`config.mk`:
```
export PLATFORM = sky130hd
export DESIGN_NAME = hazard_track_flat
export DESIGN_NICKNAME = d
export VERILOG_FILES = /design/src/rtl/hazard_pkg.sv /design/src/rtl/hazard_track_if.sv /design/src/rtl/hz_stage_reg.sv /design/src/rtl/hazard_track.sv /design/src/flat_wrapper.sv
export SDC_FILE = /design/constraint.sdc
export NUM_CORES = 1
export LEC_CHECK = 0
export BUFFER_PORTS_ARGS = -buffer_cell sky130_fd_sc_hd__buf_4
export CORE_MARGIN = 5
export CORE_UTILIZATION = 51
export CTS_BUF_LIST = sky130_fd_sc_hd__clkbuf_2
export CTS_CLUSTER_DIAMETER = 40
export CTS_CLUSTER_SIZE = 16
export DETAILED_ROUTE_END_ITERATION = 12
export MAX_ROUTING_LAYER = met4
export PLACE_DENSITY = 0.95
export SLEW_MARGIN = 10
export SYNTH_ARGS = -nofsm -noshare
export SYNTH_HDL_FRONTEND = slang
export SYNTH_SLANG_ARGS = --single-unit
```
`constraint.sdc`:
```
create_clock -name clk -period 3.2 [get_ports clk]
set_input_delay 0.48 -clock clk [delete_from_list [all_inputs] [get_ports clk]]
set_output_delay 0.48 -clock clk [all_outputs]
set_load 0.05 [all_outputs]
```
`src/rtl/hazard_pkg.sv`:
```
// Shared types and constants for the hazard_track pipeline destination tracker.
package hazard_pkg;

    localparam int unsigned TNEW_W_DEF = 3;
    localparam int unsigned TNEW_W_MAX = 8;
    localparam int unsigned REG_W      = 5;

    localparam logic [REG_W-1:0] REG_ZERO = '0;

    // One pipeline stage record; tnew is sized for the widest supported TNEW_W.
    typedef struct packed {
        logic [REG_W-1:0]      a3;
        logic [REG_W-1:0]      rs;
        logic [REG_W-1:0]      rt;
        logic                  reg_write;
        logic [TNEW_W_MAX-1:0] tnew;
    } stage_rec_t;

    localparam stage_rec_t BUBBLE = '{
        a3:        REG_ZERO,
        rs:        REG_ZERO,
        rt:        REG_ZERO,
        reg_write: 1'b0,
        tnew:      '0
    };

endpackage

```
`src/rtl/hazard_track_if.sv`:
```
// D-stage request and E/M/W tracking bus of hazard_track; stall statistics under STALL_STAT_EN.
interface hazard_track_if
    import hazard_pkg::*;
#(
    parameter int unsigned TNEW_W = TNEW_W_DEF
) ();

    logic              stall;
    logic [REG_W-1:0]  D_A3;
    logic [REG_W-1:0]  D_rs;
    logic [REG_W-1:0]  D_rt;
    logic              D_RegWrite;
    logic [TNEW_W-1:0] D_Tnew;

    logic [REG_W-1:0]  E_A3;
    logic [REG_W-1:0]  M_A3;
    logic [REG_W-1:0]  W_A3;
    logic [TNEW_W-1:0] E_Tnew;
    logic [TNEW_W-1:0] M_Tnew;
    logic [TNEW_W-1:0] W_Tnew;
    logic              E_RegWrite;
    logic              M_RegWrite;
    logic              W_RegWrite;
    logic [REG_W-1:0]  E_rs;
    logic [REG_W-1:0]  E_rt;
    logic [REG_W-1:0]  M_rt;
`ifdef STALL_STAT_EN
    logic [31:0]       stall_cnt;
    logic [7:0]        stall_max;
`endif

    modport master (
        output stall, D_A3, D_rs, D_rt, D_RegWrite, D_Tnew,
        input  E_A3, M_A3, W_A3, E_Tnew, M_Tnew, W_Tnew,
        input  E_RegWrite, M_RegWrite, W_RegWrite, E_rs, E_rt, M_rt
`ifdef STALL_STAT_EN
        , input stall_cnt, stall_max
`endif
    );

    modport slave (
        input  stall, D_A3, D_rs, D_rt, D_RegWrite, D_Tnew,
        output E_A3, M_A3, W_A3, E_Tnew, M_Tnew, W_Tnew,
        output E_RegWrite, M_RegWrite, W_RegWrite, E_rs, E_rt, M_rt
`ifdef STALL_STAT_EN
        , output stall_cnt, stall_max
`endif
    );

endinterface

```
`src/rtl/hz_stage_reg.sv`:
```
// One pipeline stage record: async reset, synchronous bubble load, optional Tnew decrement.
module hz_stage_reg
    import hazard_pkg::*;
#(
    parameter int unsigned TNEW_W  = TNEW_W_DEF,
    parameter bit          SAT_DEC = 1'b1
) (
    input  logic       clk,
    input  logic       rst,
    input  logic       bubble_i,
    input  logic       dec_i,
    input  stage_rec_t d_i,
    output stage_rec_t q_o
);

    localparam logic [TNEW_W_MAX-1:0] TNEW_MASK = TNEW_W_MAX'((64'd1 << TNEW_W) - 64'd1);

    stage_rec_t            q_d;
    stage_rec_t            q_q;
    logic [TNEW_W_MAX-1:0] tnew_dec;

    // Decrement wraps within TNEW_W bits unless saturation is selected.
    always_comb begin
        tnew_dec = (d_i.tnew - TNEW_W_MAX'(1)) & TNEW_MASK;
        if (SAT_DEC && (d_i.tnew == '0)) begin
            tnew_dec = '0;
        end
        q_d           = d_i;
        q_d.reg_write = d_i.reg_write && (d_i.a3 != REG_ZERO);
        if (dec_i) begin
            q_d.tnew = tnew_dec;
        end
        if (bubble_i) begin
            q_d = BUBBLE;
        end
    end

    always_ff @(posedge clk or posedge rst) begin
        if (rst) begin
            q_q <= BUBBLE;
        end else begin
            q_q <= q_d;
        end
    end

    assign q_o = q_q;

endmodule

```
`src/rtl/hazard_track.sv`:
```
// E/M/W destination and Tnew tracker for the hazard unit.
// Optional stall statistics (stall_cnt, stall_max) are built when STALL_STAT_EN is defined.
module hazard_track
    import hazard_pkg::*;
#(
    parameter int unsigned TNEW_W  = TNEW_W_DEF,
    parameter bit          SAT_DEC = 1'b1
) (
    input logic           clk,
    input logic           reset,
    hazard_track_if.slave bus
);

    stage_rec_t d_rec;
    stage_rec_t e_q;
    stage_rec_t m_in;
    stage_rec_t m_q;
    stage_rec_t w_in;
    stage_rec_t w_q;

    // M keeps only rt of the source fields; W keeps none.
    always_comb begin
        d_rec = '{
            a3:        bus.D_A3,
            rs:        bus.D_rs,
            rt:        bus.D_rt,
            reg_write: bus.D_RegWrite,
            tnew:      TNEW_W_MAX'(bus.D_Tnew)
        };
        m_in    = e_q;
        m_in.rs = REG_ZERO;
        w_in    = m_q;
        w_in.rs = REG_ZERO;
        w_in.rt = REG_ZERO;
    end

    hz_stage_reg #(.TNEW_W(TNEW_W), .SAT_DEC(SAT_DEC)) u_stage_e (
        .clk(clk), .rst(reset), .bubble_i(bus.stall), .dec_i(1'b0), .d_i(d_rec), .q_o(e_q)
    );

    hz_stage_reg #(.TNEW_W(TNEW_W), .SAT_DEC(SAT_DEC)) u_stage_m (
        .clk(clk), .rst(reset), .bubble_i(1'b0), .dec_i(1'b1), .d_i(m_in), .q_o(m_q)
    );

    hz_stage_reg #(.TNEW_W(TNEW_W), .SAT_DEC(SAT_DEC)) u_stage_w (
        .clk(clk), .rst(reset), .bubble_i(1'b0), .dec_i(1'b1), .d_i(w_in), .q_o(w_q)
    );

    assign bus.E_A3       = e_q.a3;
    assign bus.M_A3       = m_q.a3;
    assign bus.W_A3       = w_q.a3;
    assign bus.E_Tnew     = TNEW_W'(e_q.tnew);
    assign bus.M_Tnew     = TNEW_W'(m_q.tnew);
    assign bus.W_Tnew     = TNEW_W'(w_q.tnew);
    assign bus.E_RegWrite = e_q.reg_write;
    assign bus.M_RegWrite = m_q.reg_write;
    assign bus.W_RegWrite = w_q.reg_write;
    assign bus.E_rs       = e_q.rs;
    assign bus.E_rt       = e_q.rt;
    assign bus.M_rt       = m_q.rt;

    // Record bits that never reach a port (always-zero sources, spare Tnew bits).
    logic [3*REG_W+3*TNEW_W_MAX-1:0] unused_bits;
    assign unused_bits = {m_q.rs, w_q.rs, w_q.rt, e_q.tnew, m_q.tnew, w_q.tnew};

`ifdef STALL_STAT_EN
    logic [31:0] stall_cnt_d;
    logic [31:0] stall_cnt_q;
    logic [7:0]  run_d;
    logic [7:0]  run_q;
    logic [7:0]  max_d;
    logic [7:0]  max_q;

    // Current stall run saturates at 255, so the recorded maximum does too.
    always_comb begin
        stall_cnt_d = stall_cnt_q;
        run_d       = '0;
        max_d       = max_q;
        if (bus.stall) begin
            stall_cnt_d = stall_cnt_q + 32'd1;
            run_d       = (run_q == 8'hFF) ? run_q : run_q + 8'd1;
            if (run_d > max_q) begin
                max_d = run_d;
            end
        end
    end

    always_ff @(posedge clk or posedge reset) begin
        if (reset) begin
            stall_cnt_q <= '0;
            run_q       <= '0;
            max_q       <= '0;
        end else begin
            stall_cnt_q <= stall_cnt_d;
            run_q       <= run_d;
            max_q       <= max_d;
        end
    end

    assign bus.stall_cnt = stall_cnt_q;
    assign bus.stall_max = max_q;
`endif

endmodule

```
`src/flat_wrapper.sv`:
```
// flat-port wrapper written by rule: the top's interface ports become plain ports
module hazard_track_flat import hazard_pkg::*;
#(
    parameter int unsigned TNEW_W  = TNEW_W_DEF,
    parameter bit          SAT_DEC = 1'b1
)
  (clk, reset, bus_stall, bus_D_A3, bus_D_rs, bus_D_rt, bus_D_RegWrite, bus_D_Tnew, bus_E_A3, bus_M_A3, bus_W_A3, bus_E_Tnew, bus_M_Tnew, bus_W_Tnew, bus_E_RegWrite, bus_M_RegWrite, bus_W_RegWrite, bus_E_rs, bus_E_rt, bus_M_rt);
  hazard_track_if #(.TNEW_W(TNEW_W)) bus_i ();
  input logic clk;
  input logic reset;
  input wire logic [$bits(bus_i.stall)-1:0] bus_stall;
  input wire logic [$bits(bus_i.D_A3)-1:0] bus_D_A3;
  input wire logic [$bits(bus_i.D_rs)-1:0] bus_D_rs;
  input wire logic [$bits(bus_i.D_rt)-1:0] bus_D_rt;
  input wire logic [$bits(bus_i.D_RegWrite)-1:0] bus_D_RegWrite;
  input wire logic [$bits(bus_i.D_Tnew)-1:0] bus_D_Tnew;
  output wire logic [$bits(bus_i.E_A3)-1:0] bus_E_A3;
  output wire logic [$bits(bus_i.M_A3)-1:0] bus_M_A3;
  output wire logic [$bits(bus_i.W_A3)-1:0] bus_W_A3;
  output wire logic [$bits(bus_i.E_Tnew)-1:0] bus_E_Tnew;
  output wire logic [$bits(bus_i.M_Tnew)-1:0] bus_M_Tnew;
  output wire logic [$bits(bus_i.W_Tnew)-1:0] bus_W_Tnew;
  output wire logic [$bits(bus_i.E_RegWrite)-1:0] bus_E_RegWrite;
  output wire logic [$bits(bus_i.M_RegWrite)-1:0] bus_M_RegWrite;
  output wire logic [$bits(bus_i.W_RegWrite)-1:0] bus_W_RegWrite;
  output wire logic [$bits(bus_i.E_rs)-1:0] bus_E_rs;
  output wire logic [$bits(bus_i.E_rt)-1:0] bus_E_rt;
  output wire logic [$bits(bus_i.M_rt)-1:0] bus_M_rt;
  assign bus_i.stall = bus_stall;
  assign bus_i.D_A3 = bus_D_A3;
  assign bus_i.D_rs = bus_D_rs;
  assign bus_i.D_rt = bus_D_rt;
  assign bus_i.D_RegWrite = bus_D_RegWrite;
  assign bus_i.D_Tnew = bus_D_Tnew;
  assign bus_E_A3 = bus_i.E_A3;
  assign bus_M_A3 = bus_i.M_A3;
  assign bus_W_A3 = bus_i.W_A3;
  assign bus_E_Tnew = bus_i.E_Tnew;
  assign bus_M_Tnew = bus_i.M_Tnew;
  assign bus_W_Tnew = bus_i.W_Tnew;
  assign bus_E_RegWrite = bus_i.E_RegWrite;
  assign bus_M_RegWrite = bus_i.M_RegWrite;
  assign bus_W_RegWrite = bus_i.W_RegWrite;
  assign bus_E_rs = bus_i.E_rs;
  assign bus_E_rt = bus_i.E_rt;
  assign bus_M_rt = bus_i.M_rt;
  hazard_track #(.TNEW_W(TNEW_W), .SAT_DEC(SAT_DEC)) u_core (.clk(clk), .reset(reset), .bus(bus_i));
endmodule
```
Word level (Yosys, flattened, before mapping)

Index checks and enable logic that the tools add are counted.

Register bits after elaboration: 47
Input port bits: 22
Output and inout port bits: 42
Logic and storage cells: 25

Add/subtract/negate cells: 2
Mux-type cells: 3
Reduce and logical (&&, ||, !) cells: 8

Operators by type and width:

| kind                  | count |
|---|---|
| $mux W24              | 1 |
| $logic_not A8 Y1      | 2 |
| $reduce_bool A5 Y1    | 3 |
| $mux W3               | 2 |
| $sub A3 B1 Y3 const B | 2 |
| $logic_and A1 B1 Y1   | 3 |

Logic depth before layout (Yosys ltp)

Depth in word-level cells: 3
Gate-level depth with buffers: 3
Depth with buffers taken out: 3

Cells and area by module

From an unflattened synthesis, not the netlist that was laid out.

Cell total of the unflattened synthesis: 197
Area, all modules: 2571.2 um2

By module, submodules not included:

| module       | instances | cells each | area an instance (um2) | sequential area each (um2) |
|---|---|---|---|---|
| hz_stage_reg | 3         | 65         | 854.6                  | 600.6 |
| hazard_track | 1         | 2          | 7.5                    | 0.0 |

Worst setup path before layout

Ideal clock, no wire load.

Path kind: flip-flop to flip-flop
From: register u_core.u_stage_e.q_q, in the netlist u_core.u_stage_e.q_o[19]
To: register u_core.u_stage_m.q_q, in the netlist u_core.u_stage_m.q_o[8]
Setup time: 0.119 ns
Arrival time: 1.029 ns
Required time: 3.081 ns
Setup slack: 2.053 ns
Cell stages (with the launch flop): 3
Buffers on the path: 0
Clock period less this slack: 1.147 ns
Cell sequence: dfrtp_1 -> or4_1 -> o21a_1

RTL lines:

| element                | RTL line           | text |
|---|---|---|
| from (decl)            | hz_stage_reg.sv:19 | `stage_rec_t q_q;` |
| from (signal assigned) | hz_stage_reg.sv:42 | `q_q <= q_d;` |
| to (signal assigned)   | hz_stage_reg.sv:42 |  |
| to (decl)              | hz_stage_reg.sv:19 |  |

Final worst setup path

From: register u_core.u_stage_e.q_q, in the netlist u_core.u_stage_e.q_o[0]
To: output bus_E_Tnew[0]

RTL lines:

| element   | RTL line           | text |
|---|---|---|
| to (decl) | flat_wrapper.sv:20 | `output wire logic [$bits(bus_i.E_Tnew)-1:0] bus_E_Tnew;` |

No word-level cell between the ends.

==> impl_metrics.env <==
export IMPL_rows=19
export IMPL_die_y_um=63.1
export IMPL_drv_slew=0
export IMPL_finalSetupViolCount=0
export IMPL_antenna_found_initial=0
export IMPL_syn_area_um2=1440
export IMPL_vias_per_cell=4.66
export IMPL_cts_reportedPaths_clkPinSlew_ps=180
export IMPL_fin_skew_ps=14.7
export IMPL_routabilityCongestion=0.765
export IMPL_netlist_instances=101
export IMPL_p_leak_nw=1.04
export IMPL_grt_max_degree=43
export IMPL_clock_latency_ps=380
export IMPL_placed_area_um2=1840
export IMPL_die_x_um=63.1
export IMPL_n_fill_cell=200
export IMPL_hold_buffers=0
export IMPL_cts_tree="built"
export IMPL_synth_area_leaders="dfrtp_1 73%, buf_4 7.8%, nor2b_1 4.8%"
export IMPL_ys_seq_area_frac=0.730
export IMPL_final_common_cell="buf_4"
export IMPL_hold_slack_ps=194
export IMPL_nets=182
export IMPL_htreeDepth=2
export IMPL_synth_top_area_share=0.730
export IMPL_hold_viol=0
export IMPL_cp_max_fo=4
export IMPL_synth_area_per_cell_um2=14.3
export IMPL_required_ps=2720
export IMPL_arrival_ps=1020
export IMPL_min_path_type="in -> async"
export IMPL_ys_warn_count=0
export IMPL_timing_final_ws_setup_ps=1700
export IMPL_drive_above_1_share=0.449
export IMPL_p_sw_mw=0.309
export IMPL_ant_nets=0
export IMPL_power_density_nw_per_um2=558
export IMPL_yosysUniqueCellTypes=15
export IMPL_grt_pass1_vias=938
export IMPL_clkPwrFrac=0.260
export IMPL_vias=872
export IMPL_power_mw=1.06
export IMPL_dieArea_um2=3990
export IMPL_end_kind="output port"
export IMPL_tightest_slew_ps=492
export IMPL_path_class="reg -> out"
export IMPL_clock_root_buffer="clkbuf_2"
export IMPL_grt_first_pass_wirelength_um=4460
export IMPL_max_slew_margin=0.672
export IMPL_drc=0
export IMPL_peakVddDrop_mv=0.457
export IMPL_clock_sinks=42
export IMPL_cp_top_family="flip-flops"
export IMPL_path_buf_inv=1
export IMPL_hpwl_um=2120
export IMPL_tns_ps=0
export IMPL_io_buffers=63
export IMPL_io_pins=64
export IMPL_area_growth_pct=32.1
export IMPL_dr_pass1_iters=4
export IMPL_coreArea_um2=2730
export IMPL_p_sw_frac=0.291
export IMPL_p_seq_frac=0.542
export IMPL_ys_seq_elements=42
export IMPL_status="finished, final reports clean"
export IMPL_drtIter0Drc=13
export IMPL_power_frac_comb=0.198
export IMPL_rsz0062_at_grt="no"
export IMPL_cpPeakStageDelay_ps=440
export IMPL_max_clock_path_buffers=2
export IMPL_initial_core_util=0.527
export IMPL_ctsResizeCount=0
export IMPL_antenna_cells=0
export IMPL_post_place_ws_ps=1980
export IMPL_grt_overflow=0
export IMPL_design_area_um2=1900
export IMPL_synth_fp_nets=127
export IMPL_mostFrequentLayoutCells="64 x buf_4, 42 x dfrtp_1, 11 x nor2b_1, 7 x and2b_1"
export IMPL_max_freq_mhz=665
export IMPL_maxCapViolCount=0
export IMPL_internal_power_mw=0.752
export IMPL_postCtsSetupBuffers=0
export IMPL_critical_path_slowest_cell="dfrtp_1"
export IMPL_numCtsBuffers=5
export IMPL_worstSetupStartpointType="flip-flop"
export IMPL_grt_usage=0.149
export IMPL_drt_wl_total_um=2650
export IMPL_yosysTopAreaCell="dfrtp_1"
export IMPL_period_needed_ps=1500
export IMPL_path_cells="buf_4"
export IMPL_wl_per_cell_um=14.2
export IMPL_fin_crit_sh=0.470
-- per-stage QoR --
stage,cells,util
after floorplan,101,-
after global placement,180,0.674
after detailed placement,180,0.674
after CTS,187,0.696
after global routing,187,0.696
final,187,0.696
-- routing by layer --
layer,up-vias,global-route usage,share of wire
li1,408,-,-
met1,413,0.155,0.35
met2,45,0.250,0.54
met3,6,0.0639,0.091
met4,0,0.0557,0.019
met5,-,-,0
-- state kept, by name, indices dropped and copies added, names as in the netlist --
| signal | flops |
|---|---|
| u_core.u_stage_e.q_o | 19 |
| u_core.u_stage_w.q_o | 9 |
| u_core.u_stage_m.q_o | 14 |
-- worst register-to-register path: cells and delay by family, from the launching register on --
kind               cells  cell delay (ps)
and+or+nand+nor        1              530
AOI/OAI and AO/OA      1              180
DFF                    1              440
-- synth_stat cells --
cell,number
nand2b_1,1
buf_4,15
o21ai_0,2
clkbuf_1,1
a21oi_1,1
inv_1,5
nor2_1,5
dfrtp_1,42
o21a_1,2
or4_1,2
nand2_1,2
nor2b_1,11
and2b_1,7
ha_1,4
nor3_1,1
-- power by group through the flow --
stage                     clock network (mW)  registers [mW]  logic [mW]
after CTS                              0.286           0.575       0.214
final                                  0.276           0.575       0.210
after detailed placement                   0           0.585       0.213
after floorplan                            0           0.651      0.0784
after global routing                   0.311           0.580       0.222
after global placement                     0           0.583       0.208
-- cell type report --
cell class                 instances  area [µm²]  share of cell area
timing repair buffer              64         480               0.253
tap                               31        38.8              0.0204
multi-input combinational         38         254               0.134
clock inverter                     2        33.8              0.0178
inverter                           5        18.8             0.00987
clock buffer                       5        25.0              0.0132
sequential                        42        1050               0.553
-- cell families after synthesis --
| group | count (synthesis) | synth area share |
|---|---|---|
| AO/OA/AOI/OAI | 5 | 0.0208 |
| adder cells (fa/ha/maj) | 4 | 0.0348 |
| buffers and inverters | 21 | 0.0938 |
| flip-flops | 42 | 0.730 |
| AND/OR/NAND/NOR | 29 | 0.121 |
-- final timing paths --
check,from,to,slack [ps],cells after the start
max,u_core.u_stage_e.q_o[0],bus_E_Tnew[0],1700,1
min,reset,u_core.u_stage_m.q_o[9],190,3
max reg2reg,u_core.u_stage_m.q_o[19],u_core.u_stage_w.q_o[8],1980,2
min reg2reg,u_core.u_stage_e.q_o[13],u_core.u_stage_m.q_o[13],400,0
max in group asynchronous,reset,u_core.u_stage_e.q_o[19],2650,3
min in group clk,bus_D_Tnew[1],u_core.u_stage_e.q_o[1],300,2
No activity file was read; power rests on OpenSTA's default activity.
